## src/rtl/mux_scan_ctrl_if.sv

```systemverilog
// Bundle between the scan sequencer, the 256:1 mux it drives, the word source and the byte sink.
// slave is the sequencer's view; master is the surrounding system (source, sink and mux).
interface mux_scan_ctrl_if #(
  parameter int WIDTH = 256,
  parameter int SEL_W = 8
);
  logic             in_valid;
  logic             in_ready;
  logic [WIDTH-1:0] a_in;
  logic [WIDTH-1:0] mux_data;
  logic [SEL_W-1:0] sel;
  logic             mux_bit;
  logic [7:0]       byte_out;
  logic             byte_valid;
  logic             byte_ready;
  logic             busy;
  logic             done;

  modport slave (
    input  in_valid, a_in, byte_ready, mux_bit,
    output in_ready, mux_data, sel, byte_out, byte_valid, busy, done
  );

  modport master (
    output in_valid, a_in, byte_ready, mux_bit,
    input  in_ready, mux_data, sel, byte_out, byte_valid, busy, done
  );
endinterface

```

## src/rtl/mux_scan_ctrl.sv

```systemverilog
// Sweeps the external mux select over a held word, samples its output bit and
// repacks the bits LSB-first into bytes behind a one-byte output buffer.
module mux_scan_ctrl #(
  parameter int WIDTH = 256,
  parameter int SEL_W = 8
) (
  input logic           clk,
  input logic           rst,
  mux_scan_ctrl_if.slave bus
);

  typedef enum logic [1:0] {IDLE, SCAN, DRAIN, DONE} state_t;

  state_t           state_reg, state_next;
  logic [SEL_W-1:0] sel_reg;
  logic [WIDTH-1:0] mux_data_reg;
  logic [6:0]       shreg_reg, shreg_next;
  logic [7:0]       byte_reg;
  logic             byte_valid_reg;

  logic [2:0] bit_idx;
  logic       accept, sample, byte_load, last_sample, byte_take;

  assign bit_idx     = sel_reg[2:0];
  assign accept      = (state_reg == IDLE) && bus.in_valid;
  assign byte_take   = byte_valid_reg && bus.byte_ready;
  // The byte-completing bit may only be taken when the buffer is empty or emptying now.
  assign sample      = (state_reg == SCAN) &&
                       ((bit_idx != 3'd7) || !byte_valid_reg || bus.byte_ready);
  assign byte_load   = sample && (bit_idx == 3'd7);
  assign last_sample = sample && (sel_reg == SEL_W'(WIDTH - 1));

  genvar gi;
  generate
    for (gi = 0; gi < 7; gi++) begin : g_shreg
      assign shreg_next[gi] = (sample && (bit_idx == 3'(gi))) ? bus.mux_bit : shreg_reg[gi];
    end
  endgenerate

  always_ff @(posedge clk or posedge rst) begin
    if (rst) begin
      state_reg <= IDLE;
    end else begin
      state_reg <= state_next;
    end
  end

  always_comb begin
    state_next = state_reg;
    case (state_reg)
      IDLE:    if (accept)      state_next = SCAN;
      SCAN:    if (last_sample) state_next = DRAIN;
      DRAIN:   if (byte_take)   state_next = DONE;
      DONE:                     state_next = IDLE;
      default:                  state_next = IDLE;
    endcase
  end

  always_comb begin
    bus.in_ready = 1'b0;
    bus.busy     = 1'b0;
    bus.done     = 1'b0;
    case (state_reg)
      IDLE:    bus.in_ready = 1'b1;
      SCAN:    bus.busy     = 1'b1;
      DRAIN:   bus.busy     = 1'b1;
      DONE: begin
        bus.busy = 1'b1;
        bus.done = 1'b1;
      end
      default: bus.in_ready = 1'b0;
    endcase
  end

  always_ff @(posedge clk or posedge rst) begin
    if (rst) begin
      sel_reg        <= '0;
      mux_data_reg   <= '0;
      shreg_reg      <= '0;
      byte_reg       <= '0;
      byte_valid_reg <= 1'b0;
    end else begin
      shreg_reg <= shreg_next;
      if (accept) begin
        mux_data_reg <= bus.a_in;
        sel_reg      <= '0;
      end else if (last_sample) begin
        sel_reg <= '0;
      end else if (sample) begin
        sel_reg <= sel_reg + SEL_W'(1);
      end
      // A fresh byte overrides the clear from a same-cycle handoff.
      if (byte_load) begin
        byte_reg       <= {bus.mux_bit, shreg_reg};
        byte_valid_reg <= 1'b1;
      end else if (byte_take) begin
        byte_valid_reg <= 1'b0;
      end
    end
  end

  assign bus.sel        = sel_reg;
  assign bus.mux_data   = mux_data_reg;
  assign bus.byte_out   = byte_reg;
  assign bus.byte_valid = byte_valid_reg;

endmodule
```

## src/flat_wrapper.sv

```systemverilog
// flat-port wrapper written by rule: the top's interface ports become plain ports
module mux_scan_ctrl_flat 
#(
  parameter int WIDTH = 256,
  parameter int SEL_W = 8
)
  (clk, rst, bus_in_valid, bus_a_in, bus_byte_ready, bus_mux_bit, bus_in_ready, bus_mux_data, bus_sel, bus_byte_out, bus_byte_valid, bus_busy, bus_done);
  mux_scan_ctrl_if #(.WIDTH(WIDTH), .SEL_W(SEL_W)) bus_i ();
  input logic clk;
  input logic rst;
  input wire logic [$bits(bus_i.in_valid)-1:0] bus_in_valid;
  input wire logic [$bits(bus_i.a_in)-1:0] bus_a_in;
  input wire logic [$bits(bus_i.byte_ready)-1:0] bus_byte_ready;
  input wire logic [$bits(bus_i.mux_bit)-1:0] bus_mux_bit;
  output wire logic [$bits(bus_i.in_ready)-1:0] bus_in_ready;
  output wire logic [$bits(bus_i.mux_data)-1:0] bus_mux_data;
  output wire logic [$bits(bus_i.sel)-1:0] bus_sel;
  output wire logic [$bits(bus_i.byte_out)-1:0] bus_byte_out;
  output wire logic [$bits(bus_i.byte_valid)-1:0] bus_byte_valid;
  output wire logic [$bits(bus_i.busy)-1:0] bus_busy;
  output wire logic [$bits(bus_i.done)-1:0] bus_done;
  assign bus_i.in_valid = bus_in_valid;
  assign bus_i.a_in = bus_a_in;
  assign bus_i.byte_ready = bus_byte_ready;
  assign bus_i.mux_bit = bus_mux_bit;
  assign bus_in_ready = bus_i.in_ready;
  assign bus_mux_data = bus_i.mux_data;
  assign bus_sel = bus_i.sel;
  assign bus_byte_out = bus_i.byte_out;
  assign bus_byte_valid = bus_i.byte_valid;
  assign bus_busy = bus_i.busy;
  assign bus_done = bus_i.done;
  mux_scan_ctrl #(.WIDTH(WIDTH), .SEL_W(SEL_W)) u_core (.clk(clk), .rst(rst), .bus(bus_i));
endmodule
```

## config.mk

```make
export PLATFORM = sky130hd
export DESIGN_NAME = mux_scan_ctrl_flat
export DESIGN_NICKNAME = d
export VERILOG_FILES = /design/src/rtl/mux_scan_ctrl_if.sv /design/src/rtl/mux_scan_ctrl.sv /design/src/flat_wrapper.sv
export SDC_FILE = /design/constraint.sdc
export NUM_CORES = 1
export LEC_CHECK = 0
export BUFFER_PORTS_ARGS = -buffer_cell sky130_fd_sc_hd__buf_2
export CELL_PAD_IN_SITES_DETAIL_PLACEMENT = 1
export CELL_PAD_IN_SITES_GLOBAL_PLACEMENT = 1
export CORE_AREA = 10 10 198 200
export CTS_BUF_LIST = sky130_fd_sc_hd__clkbuf_8 sky130_fd_sc_hd__clkbuf_16
export CTS_CLUSTER_DIAMETER = 80
export DETAILED_ROUTE_END_ITERATION = 7
export DIE_AREA = 0 0 208 210
export GPL_TIMING_DRIVEN = 0
export PLACE_DENSITY_LB_ADDON = 0.1
export SLEW_MARGIN = 40
export SYNTH_ARGS = -nofsm -noshare
export SYNTH_HDL_FRONTEND = slang
export SYNTH_SLANG_ARGS = --single-unit
```

## constraint.sdc

```tcl
create_clock -name clk -period 10.6 [get_ports clk]
set_input_delay 2.12 -clock clk [delete_from_list [all_inputs] [get_ports clk]]
set_output_delay 2.12 -clock clk [all_outputs]
set_load 0.05 [all_outputs]
```

==> results of run 1 <==
## metrics by stage
step	std cells	utilization
6_report	2269	0.437
5_1_grt	2266	0.437
4_1_cts	2264	0.437
3_5_place_dp	2201	0.404
3_3_place_gp	2197	0.400
2_1_floorplan	1200	-
## worst max path at each step
stage,startpoint,end,slack [ps]
after CTS,u_core.state_reg[0]$_DFFE_PP0P_,bus_busy,6810
after global placement,rst,u_core.bus.mux_data[229]$_DFFE_PP0P_,-3350
after detailed placement,bus_in_valid,u_core.bus.mux_data[178]$_DFFE_PP0P_,6650
after floorplan,rst,u_core.bus.byte_out[0]$_DFFE_PP0P_,700
final,u_core.state_reg[0]$_DFFE_PP0P_,bus_busy,6860
after global routing,u_core.state_reg[0]$_DFFE_PP0P_,bus_busy,6760
## final cells by class
cell class	instances	area share
clock inverter	15	0.00569
clock buffer	48	0.0699
multi-input combinational	851	0.228
antenna	5	0.000812
buffer	57	0.0160
timing repair buffer	540	0.181
inverter	10	0.00292
tap	461	0.0375
sequential	282	0.458
## placed cells by master (no fill, tap or decap), types with 3 or more instances in the layout
cell type / count
a21oi_1: 4
buf_16: 4
buf_2: 562
clkbuf_1: 31
clkbuf_16: 37
clkbuf_8: 11
clkinv_2: 4
dfrtp_1: 282
diode_2: 5
ha_1: 10
inv_1: 19
mux2_2: 14
nand2_1: 782
nand3_1: 5
nand4_1: 3
nor2_1: 7
## layer usage
layer / up-vias / GRT usage
li1: 4812 / -
met1: 4860 / 0.235
met2: 352 / 0.364
met3: 65 / 0.0925
met4: 18 / 0.0500
met5: - / 0
## power by group through the flow
stage	logic (mW)	registers, mW	clock network, mW
after floorplan	0.700	3.51	0
after global placement	3.31	1.83	0
after detailed placement	3.36	1.85	0
after CTS	3.37	1.84	1.23
after global routing	3.53	1.91	1.28
final	3.31	1.84	1.20
## worst max-delay path: cells and delay by family, from the launching register on
| kind | cells | cell delay, ps |
|---|---|---|
| buffers and inverters | 3 | 450 |
| flip-flops | 1 | 380 |
| adder cells (fa/ha/maj) | 1 | 260 |
## kinds of logic after synthesis
| group | count (synthesis) | synth area share |
|---|---|---|
| buffers and inverters | 67 | 0.0262 |
| muxes | 17 | 0.0175 |
| adders and majority gates | 10 | 0.0115 |
| and+or+nand+nor | 810 | 0.285 |
| xor gates and xnor gates | 2 | 0.00162 |
| DFF | 282 | 0.651 |
| AOI/OAI and AO/OA | 12 | 0.00738 |
==> flow_summary.yaml, run 1 <==
outcome:
  status: "complete, no violations"
setup_path:
  reg2reg_setup_slack_ps: 8280
  crit_path_max_incr_delay_ps: 380
  crit_path_max_fanout: 5
  required_ps: 8480
  arrival_ps: 1620
  r2r_end: "u_core.bus.mux_data[19]$_DFFE_PP0P_"
  path_class: "register to primary output"
  slowest_stage: "dfrtp_1"
  crit_top_cell: "inv_1"
  path_cells: "inv_1 -> ha_1 -> inv_1 -> buf_2"
  cp-end-kind: "primary output"
  start_kind: "register"
  ff2ff_path_depth: 7
  r2r_start: "u_core.state_reg[0]$_DFFE_PP0P_"
clocking:
  clk_latency_ps: 520
  cts_tree: "built"
  cts_resized: 0
  cts.clk_slew.worst_paths_ps: 60
  clock-sinks: 282
  htreeDepth: 2
  cts_setup_buffers: 0
  clockRootBuffer: "clkbuf_16"
  ctsHoldBuffers: 0
  tritoncts.num_buffers: 35
  clockBufferDepth: 3
sta:
  setup_tns_ps: 0
  tightest_slew_ps: 735
  fmax_mhz: 268
  period_needed_ps: 3740
  finalHoldWorstSlack_ps: 467
  skew_ps: 19.5
  grt_setup_unrepaired: "false"
  slew_headroom: 0.510
  min_period_over_period: 0.353
  hold_violations: 0
  maxSlewViolCount: 0
  setup_slack_ps: 6860
  setup_viol: 0
grt:
  grt_overflow: 0
  grt_usage: 0.211
  grt_pass1_wl_um: 71000
  grt_max_degree: 66
  grt_pass1_vias: 11100
  antenna_found_initial: 14
synthesis:
  synth_edf_count: 0
  synth_seq_cells: 282
  yosys-top-cells-count: "nand2_1 (782), dfrtp_1 (282), clkbuf_1 (31)"
  ys_seq_area_frac: 0.651
  synthesis.nets: 1471
  async_flop_share: 1.00
  synth_top_area_cell: "dfrtp_1"
  synthFlopType: "dfrtp_1"
  netlist.area_leader.share: 0.651
  synthTopCellsByArea: "dfrtp_1 (65%), nand2_1 (27%), mux2_2 (1.5%)"
  syn_avg_cell_area_um2: 9.04
  yosysMostFrequentCell: "nand2_1"
  syn_inst: 1200
  yosysWarnings: 0
  synthDistinctLibCells: 30
  synth_area_um2: 10800
hold_path:
  worstHoldPathType: "register to register"
  min_path_cells: 2
  hold_start: "u_core.bus.mux_data[169]$_DFFE_PP0P_"
  holdPathEnd: "u_core.bus.mux_data[169]$_DFFE_PP0P_"
floorplan:
  die_area_um2: 43700
  die_w_um: 208
  core-area_um2: 35200
  rows: 69
  die_h_um: 210
  start_util: 0.308
  io_pins: 537
final_layout:
  final_cell_area_um2: 15400
  drive_gt1_frac: 0.353
  regArea_um2: 7060
  fillers: 4325
  fin_nets: 2048
  multi_input_area_um2: 3510
  largest_reg_flops: 256
  area_growth_pct: 42.0
power:
  p_sw_frac: 0.532
  internal_power_mw: 2.97
  peakVddDrop_mv: 0.165
  p_switching_mw: 3.37
  power_frac_comb: 0.521
  leakage_nw: 9.08
  cellPowerDensity_nw_per_um2: 412
  clock_power_share: 0.189
  seq_power_share: 0.290
  power_mw: 6.34
job:
  drv_cap: 0
place:
  globalplace.congestion: 0.812
  pre_cts_ws_ps: 6650
  dp_hpwl_um: 37800
  post_dp_cell_area_um2: 14200
  portBuffers: 536
route:
  wl_um: 47300
  met2_length_um: 23500
  ant_nets: 0
  wire_per_inst_um: 20.8
  drc_errors: 0
  wl_met1_um: 18200
  drt_iter0_drc: 406
  met3_length_um: 4620
  vias: 10100
  viasPerCell: 4.45
  routed.top_layer: "met5"
  dr.pass1.iters: 4
(Power assumes the default switching activity.)
==> inputs of run 2 (changes only) <==
- CORE_AREA: 10 10 198 200 -> default
- CORE_MARGIN: default -> 10
- CORE_UTILIZATION: default -> 30
- DIE_AREA: 0 0 208 210 -> default
- clock period: 10.6 -> 3.4 ns (I/O delays scaled with it)
==> flow_summary.yaml, run 2 (same netlist as run 1, synthesis figures left out) <==
place:
  dp_hpwl_um: 38200
  portBuffers: 536
  globalplace.congestion: 0.793
  placed_cells: 2212
grt:
  grt_pass1_vias: 11100
  grt_overflow: 0
  antenna_found_initial: 21
  grt_max_degree: 25
  grt_pass1_wl_um: 70600
  grt_usage: 0.209
clocking:
  cts_setup_buffers: 0
  ctsHoldBuffers: 0
  clock-sinks: 282
  cts.clk_slew.worst_paths_ps: 60
  htreeDepth: 2
  clockRootBuffer: "clkbuf_16"
  cts_tree: "built"
  clk_latency_ps: 500
  clockBufferDepth: 3
  cts_resized: 0
  tritoncts.num_buffers: 34
route:
  dr.pass1.iters: 4
  drt_iter0_drc: 441
  wl_um: 47100
  viasPerCell: 4.43
  wire_per_inst_um: 20.6
  vias: 10100
  ant_nets: 0
  drc_errors: 0
power:
  leakage_nw: 9.17
  cellPowerDensity_nw_per_um2: 1270
  peakVddDrop_mv: 0.639
hold_path:
  worstHoldPathType: "input port to asynchronous set/reset pin"
floorplan:
  die_h_um: 210
  die_w_um: 210
  core-area_um2: 35700
  rows: 69
  io_pins: 537
  start_util: 0.304
  die_area_um2: 44200
final_layout:
  drive_gt1_frac: 0.360
  fin_nets: 2058
  mostFrequentLayoutCell: "nand2_1"
  largest_reg_flops: 256
  final_cells: 2284
  final_cell_mix: "nand2_1 (782), buf_2 (562), dfrtp_1 (282), clkbuf_16 (37), clkbuf_1 (31)"
  area_growth_pct: 44.4
setup_path:
  arrival_ps: 2750
  crit_path_max_incr_delay_ps: 540
  cp-end-kind: "register"
  crit_top_cell: "nand2_1"
  ff2ff_path_depth: 7
  slowest_stage: "clkbuf_1"
  cp-startpoint: "u_core.state_reg[0]$_DFFE_PP0P_"
  path_cells: "inv_1 -> ha_1 -> nand2_1 -> clkbuf_1 -> clkbuf_1 -> nand2_1 -> nand2_1"
  crit_path_max_fanout: 10
  path_class: "register to register"
  required_ps: 3840
  start_kind: "register"
  r2r_start: "u_core.state_reg[0]$_DFFE_PP0P_"
outcome:
  status: "complete, no violations"
sta:
  tightest_slew_ps: 708
  min_period_over_period: 0.679
  hold_violations: 0
  skew_ps: 15.4
  finalHoldWorstSlack_ps: 176
  maxSlewViolCount: 0
  fmax_mhz: 433
  setup_viol: 0
  slew_headroom: 0.528
  period_needed_ps: 2310
  grt_setup_unrepaired: "false"
job:
  drv_cap: 0
run 2: cell types whose count changed in the layout (fill, tap and decap cells not counted), sizes merged:
cell      before  now
clkbuf        79   78
buf          566  577
inv           20   14
diode          5   10
clkinv         4    8
clkinvlp       0    2
run 2: final timing paths:
check | endpoint | slack (ps)
worst max-delay path | u_core.bus.mux_data[176]$_DFFE_PP0P_ | 1090
worst min register to register | u_core.bus.mux_data[143]$_DFFE_PP0P_ | 470
max in group asynchronous | u_core.bus.mux_data[23]$_DFFE_PP0P_ | 1890
worst max register to register | u_core.bus.mux_data[176]$_DFFE_PP0P_ | 1090
min in group clk | u_core.bus.mux_data[84]$_DFFE_PP0P_ | 360
worst min-delay path | u_core.bus.mux_data[100]$_DFFE_PP0P_ | 180
run 2: through the flow:
step | util | worst slack (ps) | instance area [µm²] | setup TNS (ps) | power (mW)
2_1_floorplan | - | -1020 | 10900 | -286310 | 13.1
3_3_place_gp | 0.396 | -3180 | 14100 | -888910 | 16.1
3_5_place_dp | 0.406 | 918 | 14500 | 0 | 16.3
4_1_cts | 0.438 | 969 | 15600 | 0 | 20.1
5_1_grt | 0.439 | 769 | 15600 | 0 | 21.0
6_report | 0.439 | 1090 | 15700 | 0 | 19.8
run 2: cell type report:
class | count | area, µm²
fillers | 4312 | 20000
flip-flops and latches | 282 | 7060
multi-input cells | 851 | 3510
repair buffers | 551 | 3050
clock buffers | 47 | 1060
well taps | 461 | 577
plain buffers | 57 | 246
clock inverters | 15 | 96.3
inverters | 10 | 41.3
diodes | 10 | 25.0
run 2: worst max-delay path: cells and delay by family, from the launching register on:
family	cells	cell delay (ps)
flops	1	380
buf+inv	3	1160
fa+ha+maj	1	260
simple gates	3	460
run 2: routing by layer:
metal	GRT usage	up-vias	wire (µm)
met5	0	-	149
li1	-	4848	-
met4	0.0585	22	1100
met1	0.225	4796	17300
met3	0.0970	83	5310
met2	0.361	363	23300
run 2: report_power, final:
group	internal (mW)	total (mW)	switching [mW]
Combinational	2.10	10.4	8.30
Clock	2.26	3.70	1.45
Sequential	4.91	5.71	0.804
Total	9.26	19.8	10.5
==> inputs of run 3 (changes only) <==
- CORE_AREA: default -> 10 10 198 200
- CORE_MARGIN: 10 -> default
- CORE_UTILIZATION: 30 -> default
- DIE_AREA: default -> 0 0 208 210
- clock period: 3.4 -> 2.28 ns (I/O delays scaled with it)
==> flow_summary.yaml, run 3 (same netlist as run 1, synthesis figures left out) <==
outcome:
  status: "complete, no violations"
place:
  globalplace.congestion: 0.803
  post_dp_cell_area_um2: 14500
  portBuffers: 536
  dp_hpwl_um: 38200
floorplan:
  die_area_um2: 43700
  rows: 69
  die_h_um: 210
  core-area_um2: 35200
  io_pins: 537
  start_util: 0.308
  die_w_um: 208
sta:
  finalHoldWorstSlack_ps: 139
  fmax_mhz: 464
  min_period_over_period: 0.945
  period_needed_ps: 2160
  maxSlewViolCount: 0
  hold_violations: 0
  skew_ps: 10.5
  tightest_slew_ps: 612
  slew_headroom: 0.592
  setup_viol: 0
  grt_setup_unrepaired: "false"
route:
  dr.pass1.iters: 4
  met3_length_um: 4980
  wl_um: 47000
  wl_met1_um: 17900
  drc_errors: 0
  vias: 10200
  viasPerCell: 4.46
  routed.top_layer: "met5"
  wire_per_inst_um: 20.6
  ant_nets: 0
  met2_length_um: 23400
  drt_iter0_drc: 358
setup_path:
  crit_cells: 6
  reg2reg_setup_slack_ps: 120
  cp-startpoint: "u_core.bus.sel[0]$_DFFE_PP0P_"
  crit_path_max_incr_delay_ps: 490
  start_kind: "register"
  r2r_end: "u_core.state_reg[1]$_DFFE_PP0P_"
  required_ps: 2660
  path_cells: "ha_2 -> ha_1 -> and3b_4 -> a222oi_1 -> o21ai_1 -> mux2_1"
  setup.worst_path.end: "u_core.state_reg[1]$_DFFE_PP0P_"
  crit_family: "adder cells"
  ff2ff_path_depth: 6
  path_class: "register to register"
  crit_path_max_fanout: 8
  cp-end-kind: "register"
  critPathBufInv: 0
  r2r_start: "u_core.bus.sel[0]$_DFFE_PP0P_"
  arrival_ps: 2540
  slowest_stage: "dfrtp_1"
grt:
  grt_overflow: 0
  antenna_found_initial: 13
  grt_pass1_vias: 11100
  grt_max_degree: 25
  grt_usage: 0.209
  grt_pass1_wl_um: 71000
clocking:
  cts_setup_buffers: 0
  clockRootBuffer: "clkbuf_16"
  clockBufferDepth: 3
  clock-sinks: 282
  cts_tree: "built"
  htreeDepth: 2
  tritoncts.num_buffers: 35
  clk_latency_ps: 510
  cts.clk_slew.worst_paths_ps: 60
final_layout:
  largest_reg_flops: 256
  area_growth_pct: 44.1
  final_util: 0.444
  final_cell_area_um2: 15600
  final_cell_mix: "nand2_1 (782), buf_2 (562), dfrtp_1 (282), clkbuf_16 (37), clkbuf_1 (22)"
  fin_nets: 2060
  drive_gt1_frac: 0.360
  mostFrequentLayoutCell: "nand2_1"
job:
  drv_cap: 0
power:
  peakVddDrop_mv: 0.995
  leakage_nw: 9.19
  cellPowerDensity_nw_per_um2: 1870
  power_mw: 29.3
hold_path:
  worstHoldPathType: "input port to register"
[run 3: cell types whose count changed in the layout (fill, tap and decap cells not counted), sizes merged, moves of 3 or more]
cell	before	now
inv	14	21
clkinv	8	3
diode	10	6
clkbuf	78	75
[run 3: timing repair]
action / in CTS / in global routing
resized for setup: 6 / 8
endpoints found under the setup margin: 253 / 36
endpoints found under the hold margin: 9 / 0
gates cloned: 0 / 0
hold buffers: 1 / 0
[run 3: tightest hold or removal path, delay by kind of cell]
family	cells	cell delay, ps
buf+inv	1	70
simple gates	2	90
[run 3: where the power goes]
part	total [mW]	switching [mW]	leakage (nW)	internal (mW)
Sequential	8.54	1.21	3.52	7.32
Clock	5.29	2.12	0.589	3.17
Combinational	15.5	12.3	5.08	3.14
[run 3: worst min path at each step]
| stage | from | to | slack [ps] | cells after the start |
|---|---|---|---|---|
| 6_report | bus_a_in[3] | u_core.bus.mux_data[3]$_DFFE_PP0P_ | 140 | 3 |
| 5_1_grt | bus_a_in[126] | u_core.bus.mux_data[126]$_DFFE_PP0P_ | 120 | 3 |
| 4_1_cts | bus_a_in[51] | u_core.bus.mux_data[51]$_DFFE_PP0P_ | 120 | 3 |
| 3_5_place_dp | u_core.bus.mux_data[28]$_DFFE_PP0P_ | u_core.bus.mux_data[28]$_DFFE_PP0P_ | 460 | 2 |
| 3_3_place_gp | u_core.bus.mux_data[187]$_DFFE_PP0P_ | u_core.bus.mux_data[187]$_DFFE_PP0P_ | 450 | 2 |
| 2_1_floorplan | u_core.shreg_reg[0]$_DFFE_PP0P_ | u_core.shreg_reg[0]$_DFFE_PP0P_ | 460 | 1 |
[run 3: cell type report]
| type | count | area (µm²) |
|---|---|---|
| buffer | 57 | 259 |
| inverter | 10 | 41.3 |
| antenna | 6 | 15.0 |
| fill | 4318 | 19600 |
| timing repair buffer | 552 | 3070 |
| clock inverter | 15 | 63.8 |
| clock buffer | 45 | 1040 |
| tap | 461 | 577 |
| multi-input combinational | 851 | 3510 |
| sequential | 282 | 7060 |
[run 3: metal layers]
metal,track usage,up-vias
met1,0.231,4897
met5,0,-
met3,0.0955,62
met2,0.365,341
met4,0.0385,18
li1,-,4840
[run 3: per-stage QoR]
stage	worst slack [ps]	setup TNS, ps	std cells
global placement	-4050	-1145380	2197
floorplan	-1910	-538980	1200
global route	6.06	0	2275
detailed placement	-250	-19810	2212
CTS	37.3	0	2273
finish	125	0	2279
